File: src/rtl/matmul_pkg.sv
// Shared types and helpers for the systolic matmul feeder: dimensions, FSM states, lane packing.
// Lane l of a flat bus lives in bits [FLAT_W-1-WORD_W*l -: WORD_W], so lane 0 is the MSB word.
package matmul_pkg;

    localparam int LANES   = 4;
    localparam int WORD_W  = 32;
    localparam int CNT_W   = 4;
    localparam int RUN_LEN = 16;
    localparam int FLAT_W  = LANES * WORD_W;
    localparam int ROW_W   = $clog2(LANES);

    typedef enum logic [1:0] {
        IDLE,
        RUN,
        DONE
    } feederState_t;

    typedef logic [WORD_W-1:0] word_t;
    typedef word_t [LANES-1:0] laneVec_t;

    function automatic word_t getLane(input logic [FLAT_W-1:0] flat, input int lane);
        return flat[FLAT_W-1-WORD_W*lane -: WORD_W];
    endfunction

    function automatic logic [FLAT_W-1:0] packLanes(input laneVec_t vec);
        logic [FLAT_W-1:0] flat;
        flat = '0;
        for (int l = 0; l < LANES; l++) begin
            flat[FLAT_W-1-WORD_W*l -: WORD_W] = vec[l];
        end
        return flat;
    endfunction

endpackage

File: src/rtl/matmul_opnd_buf.sv
// 4x4 operand register bank: whole-row write port, one independent element read per lane.
module matmul_opnd_buf
    import matmul_pkg::*;
(
    input  logic                        clk,
    input  logic                        rst,
    input  logic                        wrEn,
    input  logic [ROW_W-1:0]            wrRow,
    input  logic [FLAT_W-1:0]           wrData,
    input  logic [LANES-1:0][ROW_W-1:0] rdRow,
    input  logic [LANES-1:0][ROW_W-1:0] rdCol,
    output laneVec_t                    rdData
);

    word_t mem [LANES][LANES];

    always_ff @(posedge clk or negedge rst) begin
        if (!rst) begin
            for (int r = 0; r < LANES; r++) begin
                for (int c = 0; c < LANES; c++) begin
                    mem[r][c] <= '0;
                end
            end
        end else if (wrEn) begin
            for (int c = 0; c < LANES; c++) begin
                mem[wrRow][c] <= getLane(wrData, c);
            end
        end
    end

    always_comb begin
        rdData = '0;
        for (int l = 0; l < LANES; l++) begin
            rdData[l] = mem[rdRow[l]][rdCol[l]];
        end
    end

endmodule

File: src/rtl/matmul_feeder.sv
// Upstream sequencer for the 4x4 systolic array: buffers A and B, then streams skewed lanes on go.
// Define MATMUL_FEED_DBUF_EN for double-buffered operands (loads during a run, go accepted in DONE).
module matmul_feeder
    import matmul_pkg::*;
(
    input  logic              clk,
    input  logic              rst,
    input  logic              ld_valid,
    output logic              ld_ready,
    input  logic              ld_sel,
    input  logic [ROW_W-1:0]  ld_row,
    input  logic [FLAT_W-1:0] ld_data,
    input  logic              go,
    output logic              busy,
    output logic              done,
    output logic              input_start,
    output logic [CNT_W-1:0]  counter,
    output logic [FLAT_W-1:0] feed_a_flat,
    output logic [FLAT_W-1:0] feed_b_flat
);

    feederState_t state;
    logic ldFire;
    logic goAccept;
    logic [LANES-1:0][ROW_W-1:0] stepIdx;
    logic [LANES-1:0][ROW_W-1:0] laneIdx;
    logic [LANES-1:0] laneOk;
    laneVec_t aRd;
    laneVec_t bRd;
    laneVec_t nextFeedA;
    laneVec_t nextFeedB;

    assign ldFire = ld_valid && ld_ready;

`ifdef MATMUL_FEED_DBUF_EN
    localparam logic READY_IN_RUN = 1'b1;

    logic activeBank;
    logic writeBank;
    laneVec_t aRdBank [2];
    laneVec_t bRdBank [2];

    // A load in the go cycle belongs to the bank that becomes shadow at this edge.
    assign goAccept  = go && (state == IDLE || state == DONE);
    assign writeBank = goAccept ? activeBank : ~activeBank;

    for (genvar b = 0; b < 2; b++) begin : gBank
        matmul_opnd_buf uBufA (
            .clk(clk), .rst(rst),
            .wrEn(ldFire && !ld_sel && (writeBank == 1'(b))),
            .wrRow(ld_row), .wrData(ld_data),
            .rdRow(laneIdx), .rdCol(stepIdx), .rdData(aRdBank[b])
        );
        matmul_opnd_buf uBufB (
            .clk(clk), .rst(rst),
            .wrEn(ldFire && ld_sel && (writeBank == 1'(b))),
            .wrRow(ld_row), .wrData(ld_data),
            .rdRow(stepIdx), .rdCol(laneIdx), .rdData(bRdBank[b])
        );
    end

    assign aRd = aRdBank[activeBank];
    assign bRd = bRdBank[activeBank];

    always_ff @(posedge clk or negedge rst) begin
        if (!rst) begin
            activeBank <= 1'b0;
        end else if (goAccept) begin
            activeBank <= ~activeBank;
        end
    end
`else
    localparam logic READY_IN_RUN = 1'b0;

    assign goAccept = go && (state == IDLE);

    matmul_opnd_buf uBufA (
        .clk(clk), .rst(rst),
        .wrEn(ldFire && !ld_sel),
        .wrRow(ld_row), .wrData(ld_data),
        .rdRow(laneIdx), .rdCol(stepIdx), .rdData(aRd)
    );
    matmul_opnd_buf uBufB (
        .clk(clk), .rst(rst),
        .wrEn(ldFire && ld_sel),
        .wrRow(ld_row), .wrData(ld_data),
        .rdRow(stepIdx), .rdCol(laneIdx), .rdData(bRd)
    );
`endif

    // The current counter value is the step s fed in the next cycle; lane l carries k = s - l.
    always_comb begin
        stepIdx = '0;
        laneIdx = '0;
        laneOk  = '0;
        for (int l = 0; l < LANES; l++) begin
            stepIdx[l] = ROW_W'(int'(counter) - l);
            laneIdx[l] = ROW_W'(l);
            laneOk[l]  = (state == RUN) && (int'(counter) >= l) && (int'(counter) - l < LANES);
        end
    end

    always_comb begin
        nextFeedA = '0;
        nextFeedB = '0;
        for (int l = 0; l < LANES; l++) begin
            nextFeedA[l] = laneOk[l] ? bRd[l] : '0;
            nextFeedB[l] = laneOk[l] ? aRd[l] : '0;
        end
    end

    always_ff @(posedge clk or negedge rst) begin
        if (!rst) begin
            state       <= IDLE;
            counter     <= '0;
            busy        <= 1'b0;
            done        <= 1'b0;
            input_start <= 1'b0;
            feed_a_flat <= '0;
            feed_b_flat <= '0;
            ld_ready    <= 1'b0;
        end else begin
            done        <= 1'b0;
            input_start <= 1'b0;
            feed_a_flat <= '0;
            feed_b_flat <= '0;
            case (state)
                IDLE, DONE: begin
                    state    <= IDLE;
                    busy     <= 1'b0;
                    counter  <= '0;
                    ld_ready <= 1'b1;
                    if (goAccept) begin
                        state       <= RUN;
                        busy        <= 1'b1;
                        input_start <= 1'b1;
                        ld_ready    <= READY_IN_RUN;
                    end
                end
                RUN: begin
                    if (counter == CNT_W'(RUN_LEN - 1)) begin
                        state    <= DONE;
                        busy     <= 1'b0;
                        done     <= 1'b1;
                        counter  <= '0;
                        ld_ready <= 1'b1;
                    end else begin
                        counter     <= counter + CNT_W'(1);
                        feed_a_flat <= packLanes(nextFeedA);
                        feed_b_flat <= packLanes(nextFeedB);
                        ld_ready    <= READY_IN_RUN;
                    end
                end
                default: begin
                    state    <= IDLE;
                    busy     <= 1'b0;
                    counter  <= '0;
                    ld_ready <= 1'b1;
                end
            endcase
        end
    end

endmodule

File: config.mk
export PLATFORM = sky130hd
export DESIGN_NAME = matmul_feeder
export DESIGN_NICKNAME = d
export VERILOG_FILES = /design/src/rtl/matmul_pkg.sv /design/src/rtl/matmul_opnd_buf.sv /design/src/rtl/matmul_feeder.sv
export SDC_FILE = /design/constraint.sdc
export NUM_CORES = 2
export LEC_CHECK = 0
export ABC_AREA = 1
export BUFFER_PORTS_ARGS = -buffer_cell sky130_fd_sc_hd__clkbuf_2
export CORE_UTILIZATION = 40
export CTS_CLUSTER_DIAMETER = 80
export DETAILED_ROUTE_END_ITERATION = 10
export SLEW_MARGIN = 10
export SYNTH_ARGS = -nofsm -noshare
export SYNTH_HDL_FRONTEND = slang
export SYNTH_SLANG_ARGS = --single-unit
File: constraint.sdc
create_clock -name clk -period 2.75 [get_ports clk]
set_clock_uncertainty 0.1 [all_clocks]
set_input_delay 0.275 -clock clk [delete_from_list [all_inputs] [get_ports clk]]
set_output_delay 0.275 -clock clk [all_outputs]
set_load 0.05 [all_outputs]
# Word level (Yosys, flattened, before mapping)
# Cells that the tools add are included.
[totals]
register_bits = 1290
wordCells = 146
inputBits = 135
out_inout_bits = 264
[op_classes]
bitwise_logic = 5
eq_ne = 4
muxes = 65
add_sub_neg = 4
n_lt_le_gt_ge = 13
n_reduce_logical = 15
[op_table]
columns = ["cell", "n"]
rows = [
  ["bitwise mux 512 bit", 8],
  ["binary-select mux 128 bit (select 2 bit)", 4],
  ["demux 128 bit (select 2 bit)", 4],
  ["two-way mux 128 bit", 7],
  ["two-way mux 32 bit", 19],
  ["two-way mux 96 bit", 3],
  ["binary-select mux 32 bit (select 2 bit)", 4],
  ["two-way mux 64 bit", 3],
  ["greater-or-equal comparator 3 bit (second input constant)", 5],
  ["less-than comparator 5 x 4 -> 1 bit (second input constant)", 3],
  ["NOT 2 -> 3 bit", 5],
  ["logical AND 1 bit", 12],
  ["subtractor 4 x 2 -> 5 bit (second input constant)", 2],
  ["greater-or-equal comparator 4 x 2 -> 1 bit (second input constant)", 2],
  ["two-way mux 4 bit", 2],
  ["two-way mux 1 bit", 7],
  ["subtractor 4 x 1 -> 5 bit (second input constant)", 1],
  ["adder 4 x 1 -> 4 bit (second input constant)", 1],
  ["equality test 4 bit (second input constant)", 1],
  ["greater-or-equal comparator 4 x 1 -> 1 bit (second input constant)", 1],
  ["less-than comparator 4 x 3 -> 1 bit (second input constant)", 1],
  ["one-hot mux 1 bit (2 select lines)", 2],
  ["one-hot mux 2 bit (2 select lines)", 1],
  ["less-than comparator 3 x 1 -> 1 bit (second input constant)", 1],
  ["7 further kinds", 7],
]

# Logic depth before layout (Yosys ltp)
[logic_depth]
depth_word = 9
depth_mapped = 14

# By module
# Synthesis repeated with hierarchy kept, for this count alone.
[hier_totals]
hier_cells = 14291
area_unflattened_um2 = 89809.9
[modules_own_cells]
columns = ["mod", "area_each_um2", "seq_area_each_um2", "cells_per_inst", "instances"]
rows = [
  ["matmul_opnd_buf", 40264.9, 12812.3, 6700, 2],
  ["matmul_feeder", 9280.2, 6656.4, 891, 1],
]

# Worst setup path after synthesis
# OpenSTA, ideal clock, no wires.
[synth_timing]
path_kind = "flip-flop to flip-flop"
startpoint = "register counter[0]"
endpoint = "register feed_a_flat[77]"
t_arrival_ns = 2.628
period_less_slack_ns = 2.800
slack_ns = -0.050
path_stages_with_launch = 14
setup_ns = 0.072
path_cell_list = "dfrtp_1 buf_6 inv_4 buf_6 buf_2 clkbuf_1 ha_1 inv_1 clkbuf_1 clkbuf_1 o211ai_1 nand2_1 nand2_1 nor2_1"
[synth_between]
elab_chain_len = 8
[synth_lines]
columns = ["item", "line_no", "text"]
rows = [
  ["from (decl)", "matmul_feeder.sv:17", "output logic [CNT_W-1:0] counter,"],
  ["from (signal assigned)", "matmul_feeder.sv:148", "counter <= counter + CNT_W'(1);"],
  ["parallel branches: the longest is 6 deep, another holds subtractor 4 x 1 -> 5 bit", "--", ""],
  ["two-way mux 128 bit (*)", "matmul_feeder.sv:141", "if (counter == CNT_W'(RUN_LEN - 1)) begin"],
  ["two-way mux 128 bit (*)", "matmul_feeder.sv:127", "case (state)"],
  ["to (signal assigned)", "matmul_feeder.sv:149", "feed_a_flat <= packLanes(nextFeedA);"],
  ["to (decl)", "matmul_feeder.sv:18", "output logic [FLAT_W-1:0] feed_a_flat,"],
]
# Every way passes the cells marked *. The select of a mux whose other input is x is not followed.
# A chain may end at the register's enable or synchronous reset.

# Final worst setup path
[layout_timing]
startpoint = "register ld_ready"
endpoint = "register uBufA.mem[67] (netlist name)"
[layout_between]
elab_chain_len = 2
[layout_lines]
columns = ["item", "line_no", "text"]
rows = [
  ["from (decl)", "matmul_feeder.sv:9", "output logic ld_ready,"],
  ["from (signal assigned)", "matmul_feeder.sv:121", "ld_ready <= 1'b0;"],
  ["from (signal assigned)", "matmul_feeder.sv:132", "ld_ready <= 1'b1;"],
  ["from (signal assigned)", "matmul_feeder.sv:137", "ld_ready <= READY_IN_RUN;"],
  ["logical AND 1 bit", "matmul_feeder.sv:33", "assign ldFire = ld_valid && ld_ready;"],
  ["logical AND 1 bit", "matmul_feeder.sv:79", ".wrEn(ldFire && !ld_sel),"],
  ["to (signal, indexed assignment)", "matmul_opnd_buf.sv:26", "mem[wrRow][c] <= getLane(wrData, c);"],
  ["to (decl)", "matmul_opnd_buf.sv:15", "word_t mem [LANES][LANES];"],
]
# Every way passes these cells.

==> results.py <==
metrics = {
    "synth": {
        "synthAdderAreaFrac_pct": 0.189,
        "syn_area_um2": 53100,
        "syn_nets": 6207,
        "synth_warnings": 0,
        "synth_xor_area_share_pct": 0.0165,
        "yosysSeqAreaShare_pct": 60.8,
        "ys_ff_latch": 1290,
        "synth-simple-area-share_pct": 15.2,
        "syn_avg_cell_area_um2": 8.75,
        "syn_inst": 6064,
        "synth-compound-area-share_pct": 17.0,
        "synth_top_family_by_area": "compound AO/OA/AOI/OAI gates",
        "synth.mux.area_fraction_pct": 0,
        "ys_types": 27,
    },
    "pwr": {
        "power_switching_uw": 32900,
        "leakage_uw": 0.0310,
        "powerDensity_nw_per_um2": 1270,
        "switching_share_pct": 41.0,
        "seqPwrFrac_pct": 37.2,
        "comb_power_share_pct": 38.4,
        "clkPwrFrac_pct": 24.4,
        "internal_power_uw": 47300,
        "vdd_drop_max_mv": 1.31,
    },
    "worst_setup_path": {
        "setup.worst_path.start_class": "flip-flop",
        "cp_cell_sequence": "nand2_1 -> nor2_1 -> nand3_4 -> buf_12 -> nand2_1 -> o21ai_0",
        "critPathMaxStageDelay_ps": 570,
        "cp.arrival_ps": 3060,
        "cpMostUsedCell": "nand2_1",
        "path_buf_inv": 1,
        "path_max_fanout": 78,
        "path_delay_family": "simple AND/OR/NAND/NOR gates",
        "slowest_stage": "dfrtp_1",
        "crit_type": "reg2reg",
        "required_ps": 3270,
        "end_kind": "flip-flop",
    },
    "finish": {
        "drive_above_1_share_pct": 12.3,
        "multi_input_area_um2": 17300,
        "final_cell_mix": "1296 x o21ai_0, 1288 x dfrtp_1, 1059 x nand2_1",
        "final_common_cell": "o21ai_0",
        "layout.nets": 6601,
        "final_util_pct": 48.1,
        "fillers": 12472,
        "regArea_um2": 32300,
        "area_delta_synth_final_pct": 19.3,
    },
    "clock_network": {
        "htreeDepth": 4,
        "worstSkewPairLatency_ps": 780,
        "cts_max_path_buffers": 3,
        "clock-sinks": 1290,
        "cts_hold_buf": 131,
        "ctsResizeCount": 0,
        "cts_made_buffers": 143,
        "post-cts-setup-buffer-count": 0,
        "cts_root_buffer": "clkbuf_16",
        "clk_pin_slew_ps": 60,
        "cts_tree": "built",
    },
    "floorplan": {
        "dieArea_um2": 134000,
        "dieHeight_um": 366,
        "coreArea_um2": 132000,
        "num_rows": 133,
        "io_pins": 399,
        "start_util_pct": 40.3,
        "die_w_um": 366,
    },
    "placed_design": {
        "dp.final_hpwl_um": 118000,
        "numPortBuffers": 398,
        "place.gp.congestion": 0.849,
        "place_ws_ps": 239,
    },
    "global_route": {
        "met3_usage_pct": 4.30,
        "gr-usage-met1_pct": 38.5,
        "grt_util_all_layers_pct": 26.1,
        "grt_first_pass_wirelength_um": 264000,
        "grt_util_met2_pct": 39.9,
        "antenna_found_initial": 16,
        "grt_busiest_layer": "met2",
        "grt_start_max_net_pins": 227,
        "grt-ovfl-total": 0,
        "grt_pass1_vias": 40529,
    },
    "status": {
        "status": "complete, no violations",
    },
    "route": {
        "drtIter0Drc": 4647,
        "first_pass_iters": 6,
        "routedWlPerCell_um": 20.9,
        "vias": 43049,
        "drt-total-wl_um": 174000,
        "viasPerCell": 5.17,
        "drc_errors": 0,
        "antenna_left": 0,
    },
    "min_path": {
        "hold_class": "in2reg",
    },
    "timing": {
        "report.final.slew_viol_count": 0,
        "rsz0062_at_grt": "no",
        "tns_ps": 0,
        "timing.fmax_ghz": 0.393,
        "worst_slew_pin_slew_ps": 1160,
        "slew_headroom_pct": 22.8,
        "finalCritPeriodShare_pct": 92.6,
        "period_needed_ps": 2550,
        "hold_viol_final": 0,
        "timing.final.ws_setup_ps": 204,
        "finalSetupViolCount": 0,
    },
    "run": {
        "drv_cap": 0,
    },
}
-- worst paths after layout --
kind	endpoint	slack (ps)	from	cells after the start
worst max-delay path	uBufA.mem[67]$_DFFE_PN0P_	200	ld_ready$_DFF_PN0_	6
worst min-delay path	uBufB.mem[190]$_DFFE_PN0P_	80	ld_row[0]	5
worst max register to register	uBufA.mem[67]$_DFFE_PN0P_	200	ld_ready$_DFF_PN0_	6
worst min register to register	uBufA.mem[2]$_DFFE_PN0P_	380	uBufA.mem[2]$_DFFE_PN0P_	2
max in group asynchronous	uBufB.mem[460]$_DFFE_PN0P_	810	rst	4
min in group asynchronous	feed_a_flat[88]$_DFF_PN0_	540	rst	3
-- power by group through the flow --
| stage | clock (uW) | combinational, uW | sequential (uW) |
|---|---|---|---|
| finish | 19600 | 30800 | 29800 |
| global placement | 0 | 30100 | 29800 |
| floorplan | 0 | 18700 | 31700 |
| global route | 20700 | 34500 | 30600 |
| detailed placement | 0 | 30500 | 30000 |
| CTS | 19900 | 30800 | 29800 |
-- cell families (layout without fill, tap and decap cells) --
kind of cell | count (synthesis) | after routing
buf+inv | 855 | 1359
compound gates | 1779 | 1779
simple gates | 2131 | 2131
fa+ha+maj | 8 | 8
other cells | 0 | 7
flops | 1290 | 1290
xor+xnor | 1 | 1
-- state kept, by name, indices dropped and copies added, names as in the netlist --
name / flops
feed_b_flat: 128
uBufB.mem: 512
feed_a_flat: 128
busy: 1
state: 2
ld_ready: 1
counter: 4
done: 1
uBufA.mem: 512
input_start: 1
-- worst reg2reg max path: stages (launching register included) --
cell	delay, ps
dfrtp_1	570
nand2_1	90
nor2_1	550
nand3_4	500
buf_12	360
nand2_1	140
o21ai_0	80
-- cell usage after synthesis (all sizes together) --
library cell	count	area [um^2]
a21oi	368	1850
xor2	1	8.76
or2	14	87.6
o21ai	1345	6730
nand3	13	75.1
dfrtp	1290	32300
o22ai	32	200
buf	203	1120
inv	431	1620
nand4	2	12.5
nand2	1063	4000
nor3	3	30.0
nor2	1036	3890
ha	8	100
o21a	1	7.51
clkbuf	221	830
o211ai	33	248
-- routing by layer --
layer,part of all wire (%),routed length [um]
met1,46,79400
met4,2.0,3550
met5,0.034,59
met3,7.0,12100
met2,45,78900
-- metrics by stage --
stage	hold WS, ps	std cells	area (um^2)	total power (uW)
after floorplan	-121	6064	53100	50400
after CTS	33.2	8322	63300	80500
after global placement	175	7936	57200	59900
final	84.8	8330	63300	80200
after global routing	90.3	8323	63300	85800
after detailed placement	174	7936	57200	60500
-- final cells by class --
class	instances	area share [%]
multi-input cells	3919	27.4
clock buffers	205	6.58
well taps	1755	3.47
inverters	431	2.59
clock inverters	50	0.990
repair buffers	673	7.98
diodes	7	0.0277
flip-flops and latches	1290	51.0
(Power assumes the default switching activity.)
